### config.mk
export PLATFORM = sky130hd
export DESIGN_NAME = modexp_seq
export DESIGN_NICKNAME = d
export VERILOG_FILES = /design/src/rtl/modexp_seq.sv
export SDC_FILE = /design/constraint.sdc
export NUM_CORES = 1
export LEC_CHECK = 0
export ABC_AREA = 1
export BUFFER_PORTS_ARGS = -buffer_cell sky130_fd_sc_hd__buf_2
export CAP_MARGIN = 20
export CORE_MARGIN = 1
export CORE_UTILIZATION = 50
export CTS_BUF_LIST = sky130_fd_sc_hd__clkbuf_4 sky130_fd_sc_hd__clkbuf_8
export DETAILED_ROUTE_END_ITERATION = 8
export PLACE_DENSITY_LB_ADDON = 0.2
export SLEW_MARGIN = 0
export SYNTH_ARGS = -nofsm -noshare
export SYNTH_HDL_FRONTEND = slang
export SYNTH_SLANG_ARGS = --single-unit
### constraint.sdc
create_clock -name clk -period 7.8 [get_ports clk]
set_clock_uncertainty 0.05 [all_clocks]
set_input_delay 1.56 -clock clk [delete_from_list [all_inputs] [get_ports clk]]
set_output_delay 1.56 -clock clk [all_outputs]
set_load 0.02 [all_outputs]
### src/rtl/modexp_seq.sv
// Sequential modular exponentiator: result = base^expo mod modu.
// Uses right-to-left square-and-multiply. Every modular reduction is
// delegated to an external remainder unit through a toggle/level
// handshake. The dividend is at most 2W bits wide, the divisor is W bits.
// A modulus with the top bit set is rejected. Keeping m below 2^(W-1)
// keeps every product of two residues below 2^(2W-1).

module modexp_seq #(
  parameter int MSB = 7
) (
  input  logic               clk,
  input  logic               rst,
  input  logic               enable,
  input  logic               req,
  output logic               ack,
  input  logic [MSB:0]       base,
  input  logic [MSB:0]       expo,
  input  logic [MSB:0]       modu,
  output logic [MSB:0]       result,
  output logic               err,
  output logic [3:0]         cst,
  output logic               rem_req,
  input  logic               rem_ack,
  output logic [2*MSB+1:0]   rem_data_1,
  output logic [MSB:0]       rem_data_2,
  input  logic [MSB:0]       rem_tx_data
);

  localparam int W = MSB + 1;

  typedef enum logic [3:0] {
    IDLE  = 4'd0,
    LOAD  = 4'd1,
    BASE  = 4'd2,
    CHK   = 4'd3,
    MUL   = 4'd4,
    SQR   = 4'd5,
    ISSUE = 4'd6,
    WLO   = 4'd7,
    WHI   = 4'd8,
    DONE  = 4'd9
  } state_t;

  // Selects which dividend a rem call sends and which register takes the reply.
  typedef enum logic [1:0] {
    OP_BASE = 2'd0,
    OP_MUL  = 2'd1,
    OP_SQR  = 2'd2
  } op_t;

  state_t           state_q, state_n;
  state_t           ret_q,   ret_n;
  op_t              op_q,    op_n;
  logic             req_d,   req_d_n;
  logic             rem_req_n;
  logic [MSB:0]     result_n;
  logic             err_n;
  logic [2*W-1:0]   rem_data_1_n;
  logic [MSB:0]     acc,     acc_n;
  logic [MSB:0]     b,       b_n;
  logic [MSB:0]     e,       e_n;
  logic [MSB:0]     m,       m_n;

  logic [2*W-1:0]   prod_ab;
  logic [2*W-1:0]   prod_bb;
  logic [MSB:0]     e_shr;

  assign ack        = (state_q == IDLE);
  assign cst        = state_q;
  assign rem_data_2 = m;

  // Full-width products. Nothing is truncated before the reduction.
  assign prod_ab = {{W{1'b0}}, acc} * {{W{1'b0}}, b};
  assign prod_bb = {{W{1'b0}}, b}   * {{W{1'b0}}, b};
  assign e_shr   = e >> 1;

  // Next-state and datapath update. Every register holds by default.
  always_comb begin
    state_n      = state_q;
    ret_n        = ret_q;
    op_n         = op_q;
    req_d_n      = req;
    rem_req_n    = rem_req;
    result_n     = result;
    err_n        = err;
    rem_data_1_n = rem_data_1;
    acc_n        = acc;
    b_n          = b;
    e_n          = e;
    m_n          = m;

    case (state_q)
      IDLE: begin
        if (req != req_d) state_n = LOAD;
      end

      LOAD: begin
        m_n   = modu;
        e_n   = expo;
        b_n   = base;
        acc_n = W'(1);
        err_n = 1'b0;
        if ((modu == '0) || modu[MSB]) begin
          err_n    = 1'b1;
          result_n = '0;
          state_n  = IDLE;
        end else if (modu == W'(1)) begin
          result_n = '0;
          state_n  = IDLE;
        end else if (expo == '0) begin
          result_n = W'(1);
          state_n  = IDLE;
        end else begin
          state_n  = BASE;
        end
      end

      // Reduce the raw base once so that every later product stays in range.
      BASE: begin
        op_n    = OP_BASE;
        ret_n   = CHK;
        state_n = ISSUE;
      end

      CHK: begin
        if (e[0]) begin
          state_n = MUL;
        end else begin
          e_n     = e_shr;
          state_n = (e_shr != '0) ? SQR : DONE;
        end
      end

      // The exponent bit has already been consumed, so the shift is done
      // here. The return target then depends on what remains.
      MUL: begin
        op_n    = OP_MUL;
        e_n     = e_shr;
        ret_n   = (e_shr != '0) ? SQR : DONE;
        state_n = ISSUE;
      end

      SQR: begin
        op_n    = OP_SQR;
        ret_n   = CHK;
        state_n = ISSUE;
      end

      ISSUE: begin
        case (op_q)
          OP_MUL:  rem_data_1_n = prod_ab;
          OP_SQR:  rem_data_1_n = prod_bb;
          default: rem_data_1_n = {{W{1'b0}}, b};
        endcase
        rem_req_n = ~rem_req;
        state_n   = WLO;
      end

      // The remainder unit drops ack once it accepts the toggle.
      WLO: begin
        if (!rem_ack) state_n = WHI;
      end

      WHI: begin
        if (rem_ack) begin
          if (op_q == OP_MUL) acc_n = rem_tx_data;
          else                b_n   = rem_tx_data;
          state_n = ret_q;
        end
      end

      DONE: begin
        result_n = acc;
        state_n  = IDLE;
      end

      default: state_n = IDLE;
    endcase
  end

  // State register. Reset overrides enable. With enable low, everything freezes.
  always_ff @(posedge clk) begin
    if (rst) begin
      state_q    <= IDLE;
      ret_q      <= IDLE;
      op_q       <= OP_BASE;
      req_d      <= 1'b0;
      rem_req    <= 1'b0;
      result     <= '0;
      err        <= 1'b0;
      rem_data_1 <= '0;
      acc        <= '0;
      b          <= '0;
      e          <= '0;
      m          <= '0;
    end else if (enable) begin
      state_q    <= state_n;
      ret_q      <= ret_n;
      op_q       <= op_n;
      req_d      <= req_d_n;
      rem_req    <= rem_req_n;
      result     <= result_n;
      err        <= err_n;
      rem_data_1 <= rem_data_1_n;
      acc        <= acc_n;
      b          <= b_n;
      e          <= e_n;
      m          <= m_n;
    end
  end

endmodule
==> results of run 1 <==
-- cell usage in the layout (no fill, tap or decap), types with 2 or more instances in the layout --
cell and n:
xnor2_1 2, inv_1 251, nor2_1 53, nand3_1 59, nand2_1 295, a31oi_1 9, bufinv_16 3, nand2_2 5
o21ai_1 12, o2111ai_1 2, buf_2 75, o21ai_0 34, buf_4 2, nand4_1 18, xor2_1 6, nor2_4 4
ha_1 68, clkbuf_8 9, or2_2 6, dfxtp_1 69, nor3_1 7, o22ai_1 5, inv_2 15, a211oi_1 3
a21oi_1 70, nor2_2 2, o211ai_1 2, fa_1 61, clkinv_4 2
-- final timing paths --
kind	start	end
worst max register to register	b[5]$_SDFFE_PP0P_	rem_data_1[11]$_SDFFE_PP0P_
worst max-delay path	b[5]$_SDFFE_PP0P_	rem_data_1[11]$_SDFFE_PP0P_
worst min-delay path	rem_data_2[3]$_SDFFE_PP0P_	rem_data_2[3]$_SDFFE_PP0P_
worst min register to register	rem_data_2[3]$_SDFFE_PP0P_	rem_data_2[3]$_SDFFE_PP0P_
-- per-layer routing --
metal	part of all wire	wire (um)	vias up
met5	0	0	-
met2	0.49	9390	172
met3	0.050	950	24
met1	0.45	8560	3183
met4	0.015	284	0
li1	-	-	3503
-- critical path, delay by kind of cell, from the launching register on --
kind	cells	cell delay (ns)
fa+ha+maj	5	2.46
flops	1	0.91
simple gates	8	0.82
buf+inv	3	0.16
compound gates	2	0.14
-- registers in the layout, summed over array words and instances, names as in the netlist --
register and flops:
acc 8, rem_req 1, ret_q 4, result 8, rem_data_1 16, e 8, req_d 1, b 8
rem_data_2 8, cst 4, err 1, op_q 2
-- power breakdown --
part | leakage (nW) | internal (W) | switching, W
registers | 0.559 | 0.000366 | 0.0000335
clock network | 0.119 | 0.000211 | 0.000143
logic | 4.15 | 0.0000534 | 0.0000938
-- through the flow --
stage / utilization / std cells / setup WS (ns) / hold WS (ns) / cell area [sq um]
after floorplan: - / 1117 / 3.48 / 0.386 / 7480
after global placement: 0.541 / 1333 / 3.21 / 0.399 / 7890
after detailed placement: 0.541 / 1333 / 3.13 / 0.404 / 7890
after CTS: 0.557 / 1348 / 3.12 / 0.416 / 8130
after global routing: 0.557 / 1348 / 2.77 / 0.438 / 8130
final: 0.557 / 1348 / 3.11 / 0.411 / 8130
-- cell type report --
type	count	area, sq um
Tap cell	184	230
Clock inverter	6	113
Fill cell	1446	6460
Timing Repair Buffer	77	390
Clock buffer	9	124
Multi-Input combinational cell	737	4890
Sequential cell	69	1380
Inverter	266	998
-- logic make-up after synthesis --
family | after synthesis | share of synthesized area
AND/OR/NAND/NOR | 455 | 0.260
flip-flops | 69 | 0.185
adder cells (fa/ha/maj) | 129 | 0.277
buffers and inverters | 311 | 0.161
XOR/XNOR | 8 | 0.00937
AO/OA/AOI/OAI | 145 | 0.108
==> flow_summary_export.csv, run 1 <==
group,metric,value,unit
power,power_density,111,nW/um^2
critical_path,critPathMaxStageDelay,0.91,ns
detailed_routing,dr.first_iter.drc_count,338,
clock_network,path_clk_slew,0.08,ns
clock_network,clock_sinks,69,
synthesis,synth-edff-count,0,
place,finalWeightedCongestion,0.896,
grt,grt_pass1_wl,31500,um
synthesis,netlist_top_cells_area,"dfxtp_1 (18%), fa_1 (16%), nand2_1 (15%)",
synthesis,synth-main-ff-cell,"dfxtp_1",
floorplan,ios,76,
synthesis,ys_ff_latch,69,
synthesis,synth-seq-area-share,0.185,
power,ir_drop,0.000110,V
floorplan,num_rows,44,
grt,use_met3,0.0357,
detailed_routing,vias,6882,
clock_network,clk_path_buf_depth,2,
synthesis,yosys.cell_count.top_type,"nand2_1",
floorplan,initial_core_util,0.513,
critical_path,path_common_cell,"nand2_1",
synthesis,synth_cell_types,43,
floorplan,core,14600,sq um
outcome,status,"completed",
clock_network,root_buffer,"clkbuf_8",
grt,grt_pass1_vias,6611,
finish,layout-drive-gt1-share,0.112,
sta,maxSlewViolCount,0,
detailed_routing,wl_per_cell,14.2,um
worst_hold_path,hp-class,"reg -> reg",
finish,area_delta_synth_final,8.72,%
synthesis,ys_top_cells_by_count,"nand2_1 (295), inv_1 (251), a21oi_1 (70)",
grt,use_met1,0.319,
place,port_buffers,75,
clock_network,hold_buffers,0,
critical_path,cp_cell_sequence,"nand2_1 > fa_1 > fa_1 > inv_1 > fa_1 > inv_1 > fa_1 > inv_1 > ha_1 > nand2_1 > nor2_1 > nand2_1 > nand3_1 > nand2_1 > nand3_1 > o21ai_0 > nand2_1 > a21oi_1",
critical_path,critPathLaunchType,"register",
synthesis,async_flop_share,0,
detailed_routing,drt_wl_total,19200,um
critical_path,critPathMaxFanout,21,
clock_network,cts_setup_buffers,0,
synthesis,mappedNetlistNets,1283,
sta,fin_crit_sh,0.601,
synthesis,avgSynthCellArea,6.70,sq um
synthesis,yosys_warnings,0,
sta,setup_violations,0,
sta,min_period,4.69,ns
critical_path,critPathCaptureType,"register",
power,p_total,0.000901,W
synthesis,netlist_instances,1117,
grt,grt-busiest-layer,"met2",
sta,rsz0062_at_grt,"false",
sta,worst_slew_pin_slew,0.976,ns
sta,relSlewSlack,0.349,
clock_network,tritoncts,"done",
grt,grt_max_degree,38,
finish,final_nets,1326,
critical_path,crit_arrival,4.86,ns
worst_hold_path,hold_depth,2,
clock_network,clk_latency,0.35,ns
grt,antenna_found_initial,0,
critical_path,required,7.97,ns
detailed_routing,antenna_left,0,
detailed_routing,drtPass1Iterations,6,
floorplan,fp.dieW,124,um
synthesis,synth.largest_area_cell,"dfxtp_1",
grt,grt_overflow_total,0,
critical_path,slowest_stage,"dfxtp_1",
synthesis,netlist_area,7480,sq um
critical_path,regToRegSetupSlack,3.11,ns
critical_path,reg2reg_depth,18,
sta,max_freq,213,MHz
power,p_leak,4.83,nW
critical_path,path_class,"reg -> reg",
clock_network,numCtsBuffers,9,
floorplan,die_area,15500,sq um
detailed_routing,viasPerCell,5.11,
clock_network,h-tree-depth,3,
synthesis,synth_top_area_share,0.185,
finish,diodes,0,
place,hpwlAfterDp,15100,um
sta,final-hold-violation-count,0,
sta,fin_setup_tns,0,ns
flow_run,max-cap-violations,0,
grt,grt_use_met2,0.445,
floorplan,die_h,124,um
detailed_routing,drc,0,
clock_network,cts_resized,0,
grt,grt.total_usage,0.251,
Power figures use the tool's default switching activity.
==> run 2: changes to the inputs <==
Clock period 7.8 ns to 4 ns, I/O delays scaled along.
==> flow_summary_export.csv, run 2 (same netlist as run 1, synthesis figures left out) <==
group,metric,value,unit
clock_network,tritoncts,"done",
finish,design_area,8990,sq um
grt,grt_max_degree,37,
finish,diodes,0,
power,p_leak,5.20,nW
critical_path,critPathMaxFanout,4,
critical_path,required,4.25,ns
grt,grt_overflow_total,0,
floorplan,num_rows,44,
clock_network,clk_latency,0.37,ns
critical_path,cp_cell_sequence,"buf_6 > nand2_2 > inv_2 > fa_1 > fa_1 > inv_2 > fa_1 > fa_1 > inv_2 > ha_4 > nand2_2 > nand2_2 > inv_1 > nand2_2 > nand2_1 > nand3_1 > nand2_1 > nand3_2 > nand2_2 > nand2_2 > a21oi_2",
finish,mostFrequentLayoutCells,"nand2_1 (260), inv_1 (238), buf_2 (75), a21oi_1 (60), dfxtp_1 (57)",
detailed_routing,drtPass1Iterations,5,
sta,min_period,4.04,ns
critical_path,regToRegSetupSlack,-0.04,ns
place,port_buffers,75,
worst_hold_path,min_from,"rem_data_2[4]$_SDFFE_PP0P_",
critical_path,slowest_stage,"fa_1",
clock_network,numCtsBuffers,9,
power,ir_drop,0.000289,V
place,place_area,8340,sq um
critical_path,critPathCaptureType,"register",
grt,antenna_found_initial,0,
clock_network,clock_sinks,69,
sta,max_freq,247,MHz
finish,final_common_cell,"nand2_1",
grt,grt_pass1_wl,33200,um
place,finalWeightedCongestion,0.943,
sta,maxSlewViolCount,0,
sta,worst_slack,-0.0445,ns
clock_network,clk_path_buf_depth,2,
critical_path,critPathLaunchType,"register",
power,power_density,192,nW/um^2
floorplan,die_h,124,um
flow_run,max-cap-violations,0,
sta,rsz0062_at_grt,"true",
sta,final-hold-violation-count,0,
floorplan,initial_core_util,0.513,
outcome,violations,"setup timing",
worst_hold_path,worstHoldEndpoint,"rem_data_2[4]$_SDFFE_PP0P_",
clock_network,path_clk_slew,0.09,ns
sta,fin_crit_sh,1.01,
grt,grt_pass1_vias,6854,
detailed_routing,vias,7202,
detailed_routing,dr.first_iter.drc_count,451,
finish,top_register,"rem_data_1",
sta,worst_slew_pin_slew,0.928,ns
floorplan,ios,76,
finish,largest_reg_flops,16,
finish,final_nets,1387,
place,hpwlAfterDp,15800,um
sta,relSlewSlack,0.381,
critical_path,path_common_cell,"nand2_2",
detailed_routing,wl_per_cell,13.9,um
critical_path,path_class,"reg -> reg",
finish,finalNonFillerCells,1410,
floorplan,die_area,15500,sq um
outcome,status,"finished with violations",
finish,area_delta_synth_final,20.2,%
place,pre_cts_ws,-0.270,ns
critical_path,timing.rr.end,"rem_data_1[13]$_SDFFE_PP0P_",
critical_path,reg2reg_depth,21,
detailed_routing,antenna_left,0,
worst_hold_path,hp-class,"reg -> reg",
floorplan,core,14600,sq um
clock_network,root_buffer,"clkbuf_8",
floorplan,fp.dieW,124,um
detailed_routing,drt_wl_total,19700,um
detailed_routing,viasPerCell,5.11,
critical_path,rr_startpoint,"b[7]$_SDFFE_PP0P_",
grt,grt.total_usage,0.263,
critical_path,crit_arrival,4.29,ns
worst_hold_path,hold_depth,2,
place,dpl.cell_count,1390,
detailed_routing,drc,0,
critical_path,critPathMaxStageDelay,0.54,ns
sta,setup_violations,3,
finish,layout-drive-gt1-share,0.243,
clock_network,h-tree-depth,3,
run 2: cell types whose count changed in the layout (fill, tap and decap cells not counted), sizes merged:
| cell | previous run | this run |
|---|---|---|
| clkbuf | 9 | 10 |
| inv | 266 | 270 |
| clkinv | 3 | 0 |
| clkinvlp | 0 | 2 |
| bufinv | 3 | 0 |
| buf | 77 | 138 |
run 2: power breakdown:
group	internal, W	switching (W)
clock	0.000253	0.000316
sequential	0.000713	0.0000321
combinational	0.000167	0.000246
run 2: final cells by class:
type | count | area [sq um]
repair buffers | 138 | 875
clock inverters | 6 | 52.6
multi-input cells | 737 | 5280
clock buffers | 10 | 138
flip-flops and latches | 69 | 1420
fillers | 1387 | 5600
well taps | 184 | 230
inverters | 266 | 998
run 2: what timing repair did:
item / CTS / global route
gates resized for setup: 37 / 96
setup buffers: 0 / 4
hold buffers: 0 / 0
setup endpoints to repair: 11 / 11
pin swaps: 10 / 65
run 2: per-layer routing:
layer	share of wire	vias up	global-route usage	routed length (um)
li1	-	3619	-	-
met1	0.49	3375	0.379	9610
met2	0.45	181	0.412	8750
met3	0.048	27	0.0387	944
met4	0.018	0	0.0624	357
met5	0	-	0	0
run 2: through the flow:
| stage | hold WS [ns] | TNS [ns] | utilization | total power, W |
|---|---|---|---|---|
| 6_report | 0.415 | -0.0869 | 0.616 | 0.00173 |
| 5_1_grt | 0.443 | -1.08 | 0.616 | 0.00181 |
| 4_1_cts | 0.418 | 0 | 0.594 | 0.00170 |
| 3_5_place_dp | 0.405 | -2.08 | 0.571 | 0.00113 |
| 3_3_place_gp | 0.395 | -1.90 | 0.571 | 0.00113 |
| 2_1_floorplan | 0.386 | 0 | - | 0.000997 |
run 2: critical path: cells and delay by family (launching register included):
kind,cells,cell delay (ns)
fa+ha+maj,5,2.32
buf+inv,5,0.34
compound gates,1,0.15
simple gates,10,0.75
flops,1,0.37
run 2: worst max path at each step:
stage,cells past startpoint,to,slack (ns),from
6_report,21,rem_data_1[13]$_SDFFE_PP0P_,-0.04,b[7]$_SDFFE_PP0P_
2_1_floorplan,20,rem_data_1[14]$_SDFFE_PP0P_,0.02,b[2]$_SDFFE_PP0P_
4_1_cts,20,rem_data_1[12]$_SDFFE_PP0P_,0.001,b[4]$_SDFFE_PP0P_
5_1_grt,20,rem_data_1[15]$_SDFFE_PP0P_,-0.20,b[7]$_SDFFE_PP0P_
3_3_place_gp,17,rem_data_1[10]$_SDFFE_PP0P_,-0.24,b[2]$_SDFFE_PP0P_
3_5_place_dp,17,rem_data_1[7]$_SDFFE_PP0P_,-0.27,b[4]$_SDFFE_PP0P_
==> run 3: changes to the inputs <==
Settings changed: CORE_ASPECT_RATIO set to 1.5.
Clock period 4 ns to 3.5 ns, I/O delays scaled along.
==> flow_summary_export.csv, run 3 (same netlist as run 1, synthesis figures left out) <==
group,metric,value,unit
outcome,status,"finished with violations",
outcome,violations,"setup timing",
finish,fill_cells,1422,
grt,grt.total_usage,0.290,
finish,fin_util,0.639,
sta,max_freq,248,MHz
finish,diodes,0,
place,hpwlAfterDp,16900,um
sta,min_period,4.04,ns
floorplan,fp.dieW,102,um
power,p_total,0.00196,W
floorplan,die_area,15500,sq um
detailed_routing,dr.first_iter.drc_count,308,
power,p_leak,5.39,nW
critical_path,critPathMaxFanout,6,
sta,fin_crit_sh,1.15,
place,finalWeightedCongestion,0.954,
worst_hold_path,hp-class,"reg -> reg",
detailed_routing,drt_wl_total,21200,um
place,port_buffers,75,
sta,final-hold-violation-count,0,
grt,grt_overflow_total,0,
clock_network,path_clk_slew,0.09,ns
sta,maxSlewViolCount,0,
detailed_routing,viasPerCell,5.09,
place,dpl.cell_count,1428,
flow_run,max-cap-violations,0,
detailed_routing,antenna_left,0,
critical_path,critPathLaunchType,"register",
critical_path,crit_arrival,4.30,ns
power,power_density,210,nW/um^2
finish,mostFrequentLayoutCells,"nand2_1 (267), inv_1 (235), buf_4 (89), buf_2 (75), a21oi_1 (66)",
finish,layout-drive-gt1-share,0.259,
grt,antenna_found_initial,0,
finish,area_delta_synth_final,24.7,%
detailed_routing,drc,0,
floorplan,num_rows,54,
sta,setup_violations,11,
grt,grt_max_degree,37,
sta,rsz0062_at_grt,"true",
critical_path,required,3.76,ns
sta,fin_setup_tns,-4.33,ns
grt,grt_pass1_vias,7508,
finish,finalNonFillerCells,1458,
detailed_routing,vias,7424,
sta,relSlewSlack,0.355,
finish,largest_reg_flops,16,
sta,worst_slack,-0.538,ns
clock_network,root_buffer,"clkbuf_8",
clock_network,clk_latency,0.36,ns
finish,final_nets,1424,
detailed_routing,wl_per_cell,14.5,um
critical_path,critPathCaptureType,"register",
critical_path,path_class,"reg -> reg",
power,ir_drop,0.000291,V
clock_network,clock_sinks,69,
floorplan,core,14600,sq um
clock_network,numCtsBuffers,9,
finish,top_register,"rem_data_1",
clock_network,h-tree-depth,3,
detailed_routing,drtPass1Iterations,5,
clock_network,tritoncts,"done",
clock_network,clk_path_buf_depth,2,
floorplan,initial_core_util,0.512,
grt,grt_pass1_wl,34000,um
finish,final_common_cell,"nand2_1",
floorplan,die_h,152,um
sta,holdWs,0.414,ns
sta,worst_slew_pin_slew,0.967,ns
floorplan,ios,76,
==> run 3: changes by cell type in the layout (fill, tap and decap cells not counted), moves of 4 or more <==
cell and delta:
a21oi_2 -6, nand3_4 +4, buf_4 +33, nand3_1 -4, a21oi_1 +6, nand2_1 +7
nand2_2 -9
==> run 3: worst paths after layout <==
path	endpoint	cells after the start	slack, ns	start
setup / recovery	rem_data_1[15]$_SDFFE_PP0P_	18	-0.54	b[4]$_SDFFE_PP0P_
hold / removal	rem_data_2[7]$_SDFFE_PP0P_	2	0.41	rem_data_2[7]$_SDFFE_PP0P_
setup reg to reg	rem_data_1[15]$_SDFFE_PP0P_	18	-0.54	b[4]$_SDFFE_PP0P_
hold reg to reg	rem_data_2[7]$_SDFFE_PP0P_	2	0.41	rem_data_2[7]$_SDFFE_PP0P_
==> run 3: area by class of cell <==
class / instances / area [sq um] / area share
clock buffers: 9 / 124 / 0.0133
clock inverters: 6 / 41.3 / 0.00443
inverters: 266 / 1000 / 0.107
multi-input cells: 737 / 5320 / 0.570
flip-flops and latches: 69 / 1410 / 0.151
well taps: 196 / 245 / 0.0263
repair buffers: 175 / 1180 / 0.127
==> run 3: layer usage <==
| metal | GRT usage | vias to the layer above | part of all wire | routed length [um] |
|---|---|---|---|---|
| li1 | - | 3699 | - | - |
| met1 | 0.281 | 3465 | 0.37 | 7770 |
| met2 | 0.570 | 194 | 0.56 | 11800 |
| met3 | 0.0362 | 66 | 0.030 | 628 |
| met4 | 0.172 | 0 | 0.045 | 947 |
| met5 | 0 | - | 0 | 0 |
==> run 3: metrics by stage <==
step / setup WS, ns / instance area [sq um]
floorplan: -0.327 / 7780
global placement: -0.541 / 8720
detailed placement: -0.597 / 8720
CTS: -0.473 / 9090
global route: -0.702 / 9330
finish: -0.538 / 9330
==> run 3: critical path, cell delays in order, from the launching register on <==
cell and delay [ns]:
dfxtp_4 0.40, buf_6 0.14, nand2_4 0.05, fa_1 0.50, fa_1 0.52, inv_1 0.05
fa_1 0.48, inv_1 0.05, fa_1 0.54, inv_2 0.06, ha_4 0.30, nand2_2 0.08
nor2_2 0.16, nand3_2 0.10, nand4_1 0.12, nand3_2 0.11, nand2_1 0.10, nand2_1 0.05
a21oi_1 0.14
==> run 3: timing repair <==
action,in CTS,in global routing
hold buffers,0,0
setup buffers,8,7
endpoints found under the hold margin,0,0
gates resized for setup,46,53
pin swaps,16,28
setup endpoints to repair,12,12
==> run 3: power by group <==
| group | total (W) | switching [W] | internal (W) |
|---|---|---|---|
| Clock | 0.000587 | 0.000336 | 0.000251 |
| Sequential | 0.000850 | 0.0000348 | 0.000815 |
| Combinational | 0.000519 | 0.000298 | 0.000221 |
